## src/rtl/qec_stream_pkg.sv

```systemverilog
// ============================================================================
// Module      : qec_stream_pkg
// Description : Shared state encoding and width helper for QEC stream blocks.
// Revision    : 1.0 - initial release
// ============================================================================
`default_nettype none

package qec_stream_pkg;

    typedef enum logic [1:0] {
        ST_IDLE   = 2'd0,
        ST_WAIT   = 2'd1,
        ST_STREAM = 2'd2,
        ST_DONE   = 2'd3
    } stream_state_e;

    // Index width for a stream of n rounds; never narrower than one bit.
    function automatic int ridx_width(input int n);
        return (n <= 1) ? 1 : $clog2(n);
    endfunction

endpackage

`default_nettype wire

```

## src/rtl/error_round_serializer.sv

```systemverilog
// ============================================================================
// Module      : error_round_serializer
// Description : Captures one batch of error bits and emits it round by round
//               over a valid/ready handshake.
// Revision    : 1.0 - initial release
// ============================================================================
`default_nettype none

module error_round_serializer #(
    parameter int MEASUREMENT_ROUNDS = 5,
    parameter int RIDX_W             = 3
) (
    input  logic                          clk,
    input  logic                          reset,
    input  logic                          load,
    input  logic [MEASUREMENT_ROUNDS-1:0] data_in,
    input  logic                          round_ready,
    output logic                          round_bit,
    output logic [RIDX_W-1:0]             round_index,
    output logic                          round_valid,
    output logic                          transfer,
    output logic                          last_accept
);

    localparam logic [RIDX_W-1:0] c_last_idx = RIDX_W'(MEASUREMENT_ROUNDS - 1);

    logic [MEASUREMENT_ROUNDS-1:0] r_cap;
    logic [RIDX_W-1:0]             r_idx;
    logic                          r_valid;

    assign transfer    = r_valid && round_ready;
    assign last_accept = transfer && (r_idx == c_last_idx);
    assign round_bit   = r_cap[r_idx];
    assign round_index = r_idx;
    assign round_valid = r_valid;

    always_ff @(posedge clk or posedge reset) begin
        if (reset) begin
            r_cap   <= '0;
            r_idx   <= '0;
            r_valid <= 1'b0;
        end else if (load) begin
            r_cap   <= data_in;
            r_idx   <= '0;
            r_valid <= 1'b1;
        end else if (transfer) begin
            // Index returns to 0 after the last round so the next batch starts clean.
            if (r_idx == c_last_idx) begin
                r_idx   <= '0;
                r_valid <= 1'b0;
            end else begin
                r_idx <= r_idx + 1'b1;
            end
        end
    end

endmodule

`default_nettype wire

```

## src/rtl/error_stream_reader.sv

```systemverilog
// ============================================================================
// Module      : error_stream_reader
// Description : Requests error batches from the producer, serialises them per
//               round and keeps saturating batch/error statistics for a run.
// Revision    : 1.0 - initial release
// ============================================================================
`default_nettype none

module error_stream_reader
    import qec_stream_pkg::*;
#(
    parameter int MEASUREMENT_ROUNDS = 5,
    parameter int COUNT_WIDTH        = 32,
    parameter int RIDX_W             = ridx_width(MEASUREMENT_ROUNDS)
) (
    input  logic                          clk,
    input  logic                          reset,
    input  logic                          start,
    input  logic [COUNT_WIDTH-1:0]        num_batches,
    input  logic                          update_valid,
    input  logic [MEASUREMENT_ROUNDS-1:0] error_stream,
    output logic                          update_errors,
    output logic                          round_bit,
    output logic [RIDX_W-1:0]             round_index,
    output logic                          round_valid,
    input  logic                          round_ready,
    output logic [COUNT_WIDTH-1:0]        batch_count,
    output logic [COUNT_WIDTH-1:0]        error_count,
    output logic                          busy,
    output logic                          done
);

    stream_state_e          r_state;
    logic [COUNT_WIDTH-1:0] r_num;
    logic [COUNT_WIDTH-1:0] r_batch;
    logic [COUNT_WIDTH-1:0] r_err;
    logic                   r_busy;
    logic                   r_done;

    logic                   w_transfer;
    logic                   w_last_accept;
    logic [COUNT_WIDTH-1:0] w_batch_next;

    // Refill request is combinational so the producer sees consume in the same cycle.
    assign update_errors = (r_state == ST_WAIT) && update_valid;
    assign w_batch_next  = (r_batch == '1) ? r_batch : r_batch + 1'b1;

    assign batch_count = r_batch;
    assign error_count = r_err;
    assign busy        = r_busy;
    assign done        = r_done;

    error_round_serializer #(
        .MEASUREMENT_ROUNDS (MEASUREMENT_ROUNDS),
        .RIDX_W             (RIDX_W)
    ) u_serializer (
        .clk         (clk),
        .reset       (reset),
        .load        (update_errors),
        .data_in     (error_stream),
        .round_ready (round_ready),
        .round_bit   (round_bit),
        .round_index (round_index),
        .round_valid (round_valid),
        .transfer    (w_transfer),
        .last_accept (w_last_accept)
    );

    always_ff @(posedge clk or posedge reset) begin
        if (reset) begin
            r_state <= ST_IDLE;
            r_num   <= '0;
            r_batch <= '0;
            r_err   <= '0;
            r_busy  <= 1'b0;
            r_done  <= 1'b0;
        end else begin
            if (w_transfer && round_bit && (r_err != '1)) begin
                r_err <= r_err + 1'b1;
            end
            case (r_state)
                ST_IDLE, ST_DONE: begin
                    if (start) begin
                        r_num   <= num_batches;
                        r_batch <= '0;
                        r_err   <= '0;
                        if (num_batches == '0) begin
                            r_state <= ST_DONE;
                            r_busy  <= 1'b0;
                            r_done  <= 1'b1;
                        end else begin
                            r_state <= ST_WAIT;
                            r_busy  <= 1'b1;
                            r_done  <= 1'b0;
                        end
                    end
                end
                ST_WAIT: begin
                    if (update_valid) begin
                        r_state <= ST_STREAM;
                    end
                end
                ST_STREAM: begin
                    if (w_last_accept) begin
                        r_batch <= w_batch_next;
                        if (w_batch_next == r_num) begin
                            r_state <= ST_DONE;
                            r_busy  <= 1'b0;
                            r_done  <= 1'b1;
                        end else begin
                            r_state <= ST_WAIT;
                        end
                    end
                end
                default: r_state <= ST_IDLE;
            endcase
        end
    end

endmodule

`default_nettype wire

```

## config.mk

```make
export PLATFORM = sky130hd
export DESIGN_NAME = error_stream_reader
export DESIGN_NICKNAME = d
export VERILOG_FILES = /design/src/rtl/qec_stream_pkg.sv /design/src/rtl/error_round_serializer.sv /design/src/rtl/error_stream_reader.sv
export SDC_FILE = /design/constraint.sdc
export NUM_CORES = 1
export LEC_CHECK = 0
export BUFFER_PORTS_ARGS = -buffer_cell sky130_fd_sc_hd__buf_2
export CORE_AREA = 4 4 110 122
export CTS_CLUSTER_SIZE = 12
export DETAILED_ROUTE_END_ITERATION = 10
export DIE_AREA = 0 0 114 126
export GPL_TIMING_DRIVEN = 0
export PLACE_DENSITY = 0.79
export SYNTH_ARGS = -nofsm -noshare
export SYNTH_HDL_FRONTEND = slang
export SYNTH_HIERARCHICAL = 1
export SYNTH_SLANG_ARGS = --single-unit
```

## constraint.sdc

```tcl
create_clock -name clk -period 4.3 [get_ports clk]
set_input_delay 1.075 -clock clk [delete_from_list [all_inputs] [get_ports clk]]
set_output_delay 1.075 -clock clk [all_outputs]
set_load 0.005 [all_outputs]
```

==> results.cfg, run 1 <==
[critical_path]
cp_data_required_time_ps = 4550
startpoint = batch_count[1]
r2r_end = busy
crit_type = reg -> reg
cp.arrival_ps = 4270
reg2reg_from = batch_count[1]
cp-end-kind = flip-flop
ff2ff_setup_slack_ps = 270
startpoint_type = flip-flop
worstPathMaxFanout = 10
reg2reg_depth = 9

[yosys]
synth_common_cells = nand2_1, dfrtp_1, nor2_1
syn_inst = 806
synth_edf_count = 0
synthesis.area_um2 = 6800
synthArstFlopShare_pct = 100
syn_area_per_cell_um2 = 8.44
yosysWarnings = 6
seq_area_frac_synth_pct = 40.1
ys_top_cells_by_area = dfrtp_1, nand2_1, nor2_1, xnor2_1, xor2_1
synth_top_area_share_pct = 40.1
ys.flop_type = dfrtp_1
synth.most_common_cell = nand2_1
synth_cell_types = 75
synth_seq_cells = 109
syn_nets = 854
yosys.area.top_type = dfrtp_1

[final_layout]
final_nets = 979
drive_gt1_share_pct = 17.9
syn2layout_area_growth_pct = 16.1
stdcell_count = 1090
antenna_cells = 0

[power]
power-per-cell-area_nw_per_um2 = 490
leakagePower_nw = 3.63
power_mw = 3.87
ir_drop_mv = 0.349

[sta]
final-hold-violation-count = 0
post-route-period-util_pct = 93.6
setup_violations = 0
final.min_clock_period_ps = 4030
timing.final.max_slew_violations = 0
tns_ps = 0
skew_ps = 8.22
rsz0062_at_grt = false
max-slew-margin-rel_pct = 30.4
timing.hold.ws_ps = 502
worst_slew_pin_slew_ps = 1030
fin_ws_ps = 274
fmax_mhz = 248

[die]
die-area_um2 = 14400
io_pins = 114
dieHeight_um = 126
start_util_pct = 56.3
core-area_um2 = 12100
die_x_um = 114
row_count = 42

[global_route]
track_usage_pct = 28.5
grt_pass1_wl_mm = 32.6
grt_pass1_vias = 6254
grt_max_degree = 59
antenna_found_initial = 0
grt-ovfl-total = 0

[detailed_routing]
drt_wl_total_mm = 20.6
wl_per_cell_um = 18.9
num_vias = 6688
firstDrtPassIters = 5
drc_errors = 0
antenna_left = 0
drt_iter0_markers = 578
viasPerCell = 6.14

[cts]
postCtsHoldBufs = 0
cts_num_sinks = 109
cts.clk_slew.worst_paths_ps = 80
clk_latency_ps = 360
cts_tree = done
postCtsSetupRepairBufs = 0
cts-htree-levels = 3
ctsResizeCount = 0
cts_buffers = 9
root_buffer = clkbuf_16
clock_path_buffers = 2

[min_path]
hp-class = reg -> reg
hold_end = r_num[6]
hp-start = r_num[6]
whs_path_depth = 2

[placement]
placed_cells = 1074
hpwlAfterDp_mm = 15.5
gp_congestion = 1.01
port_buffers = 113
post-place-ws_ps = 444

[run_status]
status = complete, no violations

[flow_run]
drv_cap = 0
[layout make-up]
| cell class | count | area (µm²) |
|---|---|---|
| inverter | 22 | 85.1 |
| clock buffer | 9 | 225 |
| sequential | 109 | 2730 |
| timing repair buffer | 114 | 593 |
| buffer | 46 | 272 |
| fill | 1100 | 4190 |
| tap | 154 | 193 |
| clock inverter | 7 | 81.3 |
| multi-input combinational | 629 | 3720 |
[cell families after synthesis]
kind of cell	after synthesis	share of synthesized area (%)
buffers and inverters	68	5.20
and+or+nand+nor	384	27.7
muxes	8	1.27
xor gates and xnor gates	65	8.37
adders and majority gates	6	1.10
DFF	109	40.1
AOI/OAI and AO/OA	166	16.3
[worst max-delay path, stage by stage, from the launching register on]
cell	delay (ps)
dfrtp_1	580
ha_1	360
nand4_4	230
nor4_2	850
nand3_1	450
a311oi_1	380
o22ai_1	140
nor4_1	330
nand4_1	230
a221o_1	350
[state kept, by name, indices dropped and copies added, names as in the netlist]
name                      flops
r_num                        32
u_serializer/r_cap            5
r_state                       2
done                          1
batch_count                  32
busy                          1
error_count                  32
u_serializer/round_valid      1
u_serializer/round_index      3
[report_power, final]
part / total (mW) / switching [mW] / internal [mW]
sequential: 1.48 / 0.230 / 1.25
clock: 0.881 / 0.420 / 0.461
combinational: 1.51 / 0.942 / 0.566
total: 3.87 / 1.59 / 2.27
[metrics by stage]
step           utilization (%)  cell area (µm²)
3_5_place_dp              62.8             7590
6_report                  65.3             7900
5_1_grt                   65.3             7900
2_1_floorplan                -             6800
4_1_cts                   65.3             7900
3_3_place_gp              62.6             7560
[worst max path at each step]
stage,end,cells past startpoint,slack (ps)
floorplan,batch_count[0],1,610
global placement,batch_count[22],2,-580
detailed placement,busy,9,440
CTS,busy,9,420
global route,busy,9,140
finish,busy,9,270
[placed cells by master, fill, tap and decap left out, types with 3 or more instances in the layout]
master     synthesis  layout
nand2_1          153     153
buf_2              3     116
dfrtp_1          109     109
nor2_1            80      80
o21ai_0           49      49
xnor2_1           34      34
clkbuf_1          31      31
xor2_1            31      31
a21oi_1           30      30
nand4_1           27      27
nand3_1           24      24
nor4_1            22      22
inv_1             21      20
o31ai_1           18      18
and4_1            13      13
nor3_1            13      13
a31oi_1           12      12
and2_1            12      12
and3_1            11      11
clkbuf_16          0       9
ha_1               6       6
or4_1              5       5
or3_1              5       5
mux2_2             5       5
o211ai_1           4       4
a22o_1             4       4
o41ai_1            4       4
a211oi_1           3       3
o22ai_1            3       3
nand2b_1           3       3
o31a_1             3       3
mux2i_1            3       3
a21o_1             3       3
clkbuf_8           3       3
clkinv_4           0       3
[routing by layer]
layer	track usage, %	up-vias	wire length [µm]
met2	47.1	336	10000
met4	10.6	0	470
li1	-	3133	-
met3	6.33	46	1950
met5	0	-	0
met1	36.6	3173	8110
Note: power is estimated with default switching activity, not from simulation.
==> run 2, diff against run 1 <==
--- a/config.mk
+++ b/config.mk
@@ -6,12 +6,13 @@
 export NUM_CORES = 1
 export LEC_CHECK = 0
 export BUFFER_PORTS_ARGS = -buffer_cell sky130_fd_sc_hd__buf_2
-export CORE_AREA = 4 4 110 122
+export CORE_AREA = 4 4 108 120
+export CTS_BUF_LIST = sky130_fd_sc_hd__clkbuf_8
 export CTS_CLUSTER_SIZE = 12
 export DETAILED_ROUTE_END_ITERATION = 10
-export DIE_AREA = 0 0 114 126
+export DIE_AREA = 0 0 112 124
 export GPL_TIMING_DRIVEN = 0
-export PLACE_DENSITY = 0.79
+export PLACE_DENSITY = 0.83
 export SYNTH_ARGS = -nofsm -noshare
 export SYNTH_HDL_FRONTEND = slang
 export SYNTH_HIERARCHICAL = 1
==> results.cfg, run 2 (synthesis gave the netlist of run 1 again) <==
[critical_path]
cp-end-kind = flip-flop
r2r_end = busy
worstPathMaxFanout = 10
cp.arrival_ps = 4220
reg2reg_depth = 9
cp_data_required_time_ps = 4570
startpoint = batch_count[1]
reg2reg_from = batch_count[1]
ff2ff_setup_slack_ps = 340
startpoint_type = flip-flop
crit_type = reg -> reg
endpoint = busy

[sta]
final.min_clock_period_ps = 3960
worst_slew_pin_slew_ps = 995
final-hold-violation-count = 0
timing.final.max_slew_violations = 0
post-route-period-util_pct = 92.0
fmax_mhz = 253
timing.hold.ws_ps = 513
tns_ps = 0
fin_ws_ps = 343
max-slew-margin-rel_pct = 33.1
setup_violations = 0
skew_ps = 14.8
rsz0062_at_grt = false

[detailed_routing]
drt_wl_total_mm = 20.2
num_vias = 6710
wl_per_cell_um = 18.5
antenna_left = 0
viasPerCell = 6.16
firstDrtPassIters = 7
drc_errors = 0
drt_iter0_markers = 521

[die]
row_count = 42
dieHeight_um = 124
io_pins = 114
start_util_pct = 57.5
core-area_um2 = 11800
die_x_um = 112
die-area_um2 = 13900

[placement]
placed_cells = 1074
port_buffers = 113
post-place-ws_ps = 542
placed_area_um2 = 7590
hpwlAfterDp_mm = 15.3
gp_congestion = 1.02

[power]
ir_drop_mv = 0.411
power-per-cell-area_nw_per_um2 = 468
leakagePower_nw = 3.58
power_mw = 3.65

[final_layout]
drive_gt1_share_pct = 17.9
antenna_cells = 0
utilization_pct = 65.9
design_area_um2 = 7800
stdcell_count = 1089
final_nets = 979
syn2layout_area_growth_pct = 14.6
final_common_cell = nand2_1
layout_common_cells = nand2_1, buf_2, dfrtp_1, nor2_1, o21ai_0

[min_path]
hp-class = reg -> reg

[cts]
cts_tree = done
cts_buffers = 9
clock_path_buffers = 2
cts-htree-levels = 3
cts_num_sinks = 109
cts.clk_slew.worst_paths_ps = 110
ctsResizeCount = 0
root_buffer = clkbuf_8
clk_latency_ps = 390
postCtsHoldBufs = 0
postCtsSetupRepairBufs = 0

[global_route]
track_usage_pct = 29.2
grt-ovfl-total = 0
antenna_found_initial = 2
grt_pass1_wl_mm = 32.2
grt_pass1_vias = 6375
grt_max_degree = 52

[flow_run]
drv_cap = 0

[run_status]
status = complete, no violations
run 2: worst max-delay path, stage by stage (launching register included):
cell	delay, ps
dfrtp_1	570
ha_1	370
nand4_4	230
nor4_2	830
nand3_1	430
a311oi_1	360
o22ai_1	120
nor4_1	350
nand4_1	220
a221o_1	340
run 2: final cells by class:
| class | count | area, µm² |
|---|---|---|
| Buffer | 46 | 272 |
| Clock buffer | 10 | 138 |
| Clock inverter | 5 | 68.8 |
| Fill cell | 1036 | 4030 |
| Inverter | 22 | 85.1 |
| Multi-Input combinational cell | 629 | 3720 |
| Sequential cell | 109 | 2730 |
| Tap cell | 154 | 193 |
| Timing Repair Buffer | 114 | 593 |
run 2: per-layer routing:
| layer | share of wire (%) | global-route usage [%] | wire length [µm] | up-vias |
|---|---|---|---|---|
| li1 | - | - | - | 3139 |
| met1 | 40 | 37.0 | 8020 | 3180 |
| met2 | 48 | 49.0 | 9720 | 338 |
| met3 | 9.2 | 7.05 | 1870 | 49 |
| met4 | 2.7 | 10.9 | 551 | 4 |
| met5 | 0.10 | 0 | 21 | - |
run 2: worst min path at each step:
stage                     slack [ps]  depth (start not counted)        end  startpoint
after floorplan                  460                          2  r_num[14]   r_num[14]
after global placement           480                          2  r_num[13]   r_num[13]
after detailed placement         490                          2  r_num[22]   r_num[22]
after CTS                        520                          2  r_num[13]   r_num[13]
after global routing             540                          2  r_num[19]   r_num[19]
final                            510                          2   r_num[6]    r_num[6]
run 2: power breakdown:
group	leakage (nW)	internal, mW	switching, mW
sequential	1.44	1.25	0.229
combinational	2.03	0.565	0.937
clock	0.102	0.292	0.378
==> run 3, diff against run 2 <==
--- a/config.mk
+++ b/config.mk
@@ -6,13 +6,13 @@
 export NUM_CORES = 1
 export LEC_CHECK = 0
 export BUFFER_PORTS_ARGS = -buffer_cell sky130_fd_sc_hd__buf_2
-export CORE_AREA = 4 4 108 120
+export CORE_AREA = 4 4 137 152
 export CTS_BUF_LIST = sky130_fd_sc_hd__clkbuf_8
 export CTS_CLUSTER_SIZE = 12
 export DETAILED_ROUTE_END_ITERATION = 10
-export DIE_AREA = 0 0 112 124
+export DIE_AREA = 0 0 141 156
 export GPL_TIMING_DRIVEN = 0
-export PLACE_DENSITY = 0.83
+export PLACE_DENSITY = 0.55
 export SYNTH_ARGS = -nofsm -noshare
 export SYNTH_HDL_FRONTEND = slang
 export SYNTH_HIERARCHICAL = 1
==> results.cfg, run 3 (synthesis gave the netlist of run 1 again) <==
[global_route]
grt_max_degree = 55
top_usage_layer = met2
grtUsageMet2_pct = 33.8
antenna_found_initial = 1
use_met1_pct = 26.8
track_usage_pct = 20.4
grt_pass1_wl_mm = 35.4
grt_pass1_vias = 6256
use_met3_pct = 3.68
grt-ovfl-total = 0

[cts]
cts_buffers = 9
clock_path_buffers = 2
root_buffer = clkbuf_8
cts_num_sinks = 109
clk_latency_ps = 400
postCtsSetupRepairBufs = 0
cts.clk_slew.worst_paths_ps = 110
cts-htree-levels = 3
cts_tree = done
ctsResizeCount = 0
postCtsHoldBufs = 0

[final_layout]
stdcell_count = 1183
final_nets = 979
drive_gt1_share_pct = 17.8
layout_common_cells = nand2_1, buf_2, dfrtp_1, nor2_1, o21ai_0
antenna_cells = 0
final_common_cell = nand2_1
utilization_pct = 41.4
design_area_um2 = 7920
syn2layout_area_growth_pct = 16.4
fillers = 1996

[critical_path]
cp-end-kind = flip-flop
cp_data_required_time_ps = 4590
crit_type = reg -> reg
startpoint_type = flip-flop
worstPathMaxFanout = 10
cp.arrival_ps = 4480

[die]
io_pins = 114
start_util_pct = 35.6
dieHeight_um = 156
die-area_um2 = 22000
die_x_um = 141
row_count = 53
core-area_um2 = 19100

[placement]
placed_cells = 1167
hpwlAfterDp_mm = 17.1
port_buffers = 113
placed_area_um2 = 7710
gp_congestion = 0.921

[detailed_routing]
wl_per_cell_um = 18.8
num_vias = 6534
viasPerCell = 5.52
antenna_left = 0
drt_iter0_markers = 504
drc_errors = 0
drt_wl_total_mm = 22.3
firstDrtPassIters = 5

[run_status]
status = complete, no violations

[power]
power_mw = 3.69
ir_drop_mv = 0.274
leakagePower_nw = 3.58
power-per-cell-area_nw_per_um2 = 466

[sta]
rsz0062_at_grt = false
max-slew-margin-rel_pct = 23.7
worst_slew_pin_slew_ps = 1130
timing.hold.ws_ps = 510
fmax_mhz = 239
setup_violations = 0
timing.final.max_slew_violations = 0
skew_ps = 8.49
post-route-period-util_pct = 97.3
final-hold-violation-count = 0
final.min_clock_period_ps = 4180

[flow_run]
drv_cap = 0

[min_path]
hp-class = reg -> reg
[run 3: critical path, cell delays in order, from the launching register on]
cell and delay, ps:
dfrtp_1 590, ha_1 390, nand4_4 240, nor4_2 930
nand3_1 470, clkbuf_1 370, o221ai_1 270, o2111a_1 260
nand4_1 210, a221o_1 350
[run 3: worst paths after layout]
kind | slack, ps | end | cells past startpoint | from
max | 120 | busy | 9 | batch_count[1]
min | 510 | r_num[20] | 2 | r_num[20]
max reg2reg | 120 | busy | 9 | batch_count[1]
min reg2reg | 510 | r_num[20] | 2 | r_num[20]
max in group asynchronous | 2850 | batch_count[3] | 3 | reset
min in group asynchronous | 640 | u_serializer/r_cap[3] | 2 | reset
[run 3: cell type report]
| type | count | area (µm²) | share of cell area, % |
|---|---|---|---|
| plain buffers | 46 | 272 | 3.43 |
| clock buffers | 10 | 138 | 1.74 |
| clock inverters | 6 | 70.1 | 0.885 |
| inverters | 22 | 85.1 | 1.07 |
| multi-input cells | 629 | 3720 | 47.0 |
| flip-flops and latches | 109 | 2730 | 34.5 |
| well taps | 247 | 309 | 3.90 |
| repair buffers | 114 | 593 | 7.49 |
[run 3: stage by stage]
step,setup slack (ps),setup TNS [ps]
6_report,116,0
3_5_place_dp,337,0
4_1_cts,315,0
2_1_floorplan,606,0
3_3_place_gp,-831,-82230
5_1_grt,62.9,0
[run 3: layer usage]
metal  share of wire, %  wire, µm
met4                2.8       622
met5              0.040         9
met1                 43      9660
met3                6.1      1350
met2                 48     10700
[run 3: power by group]
part	switching, mW	internal [mW]	leakage (nW)
logic	0.961	0.566	2.03
clock network	0.403	0.291	0.106
registers	0.223	1.25	1.44
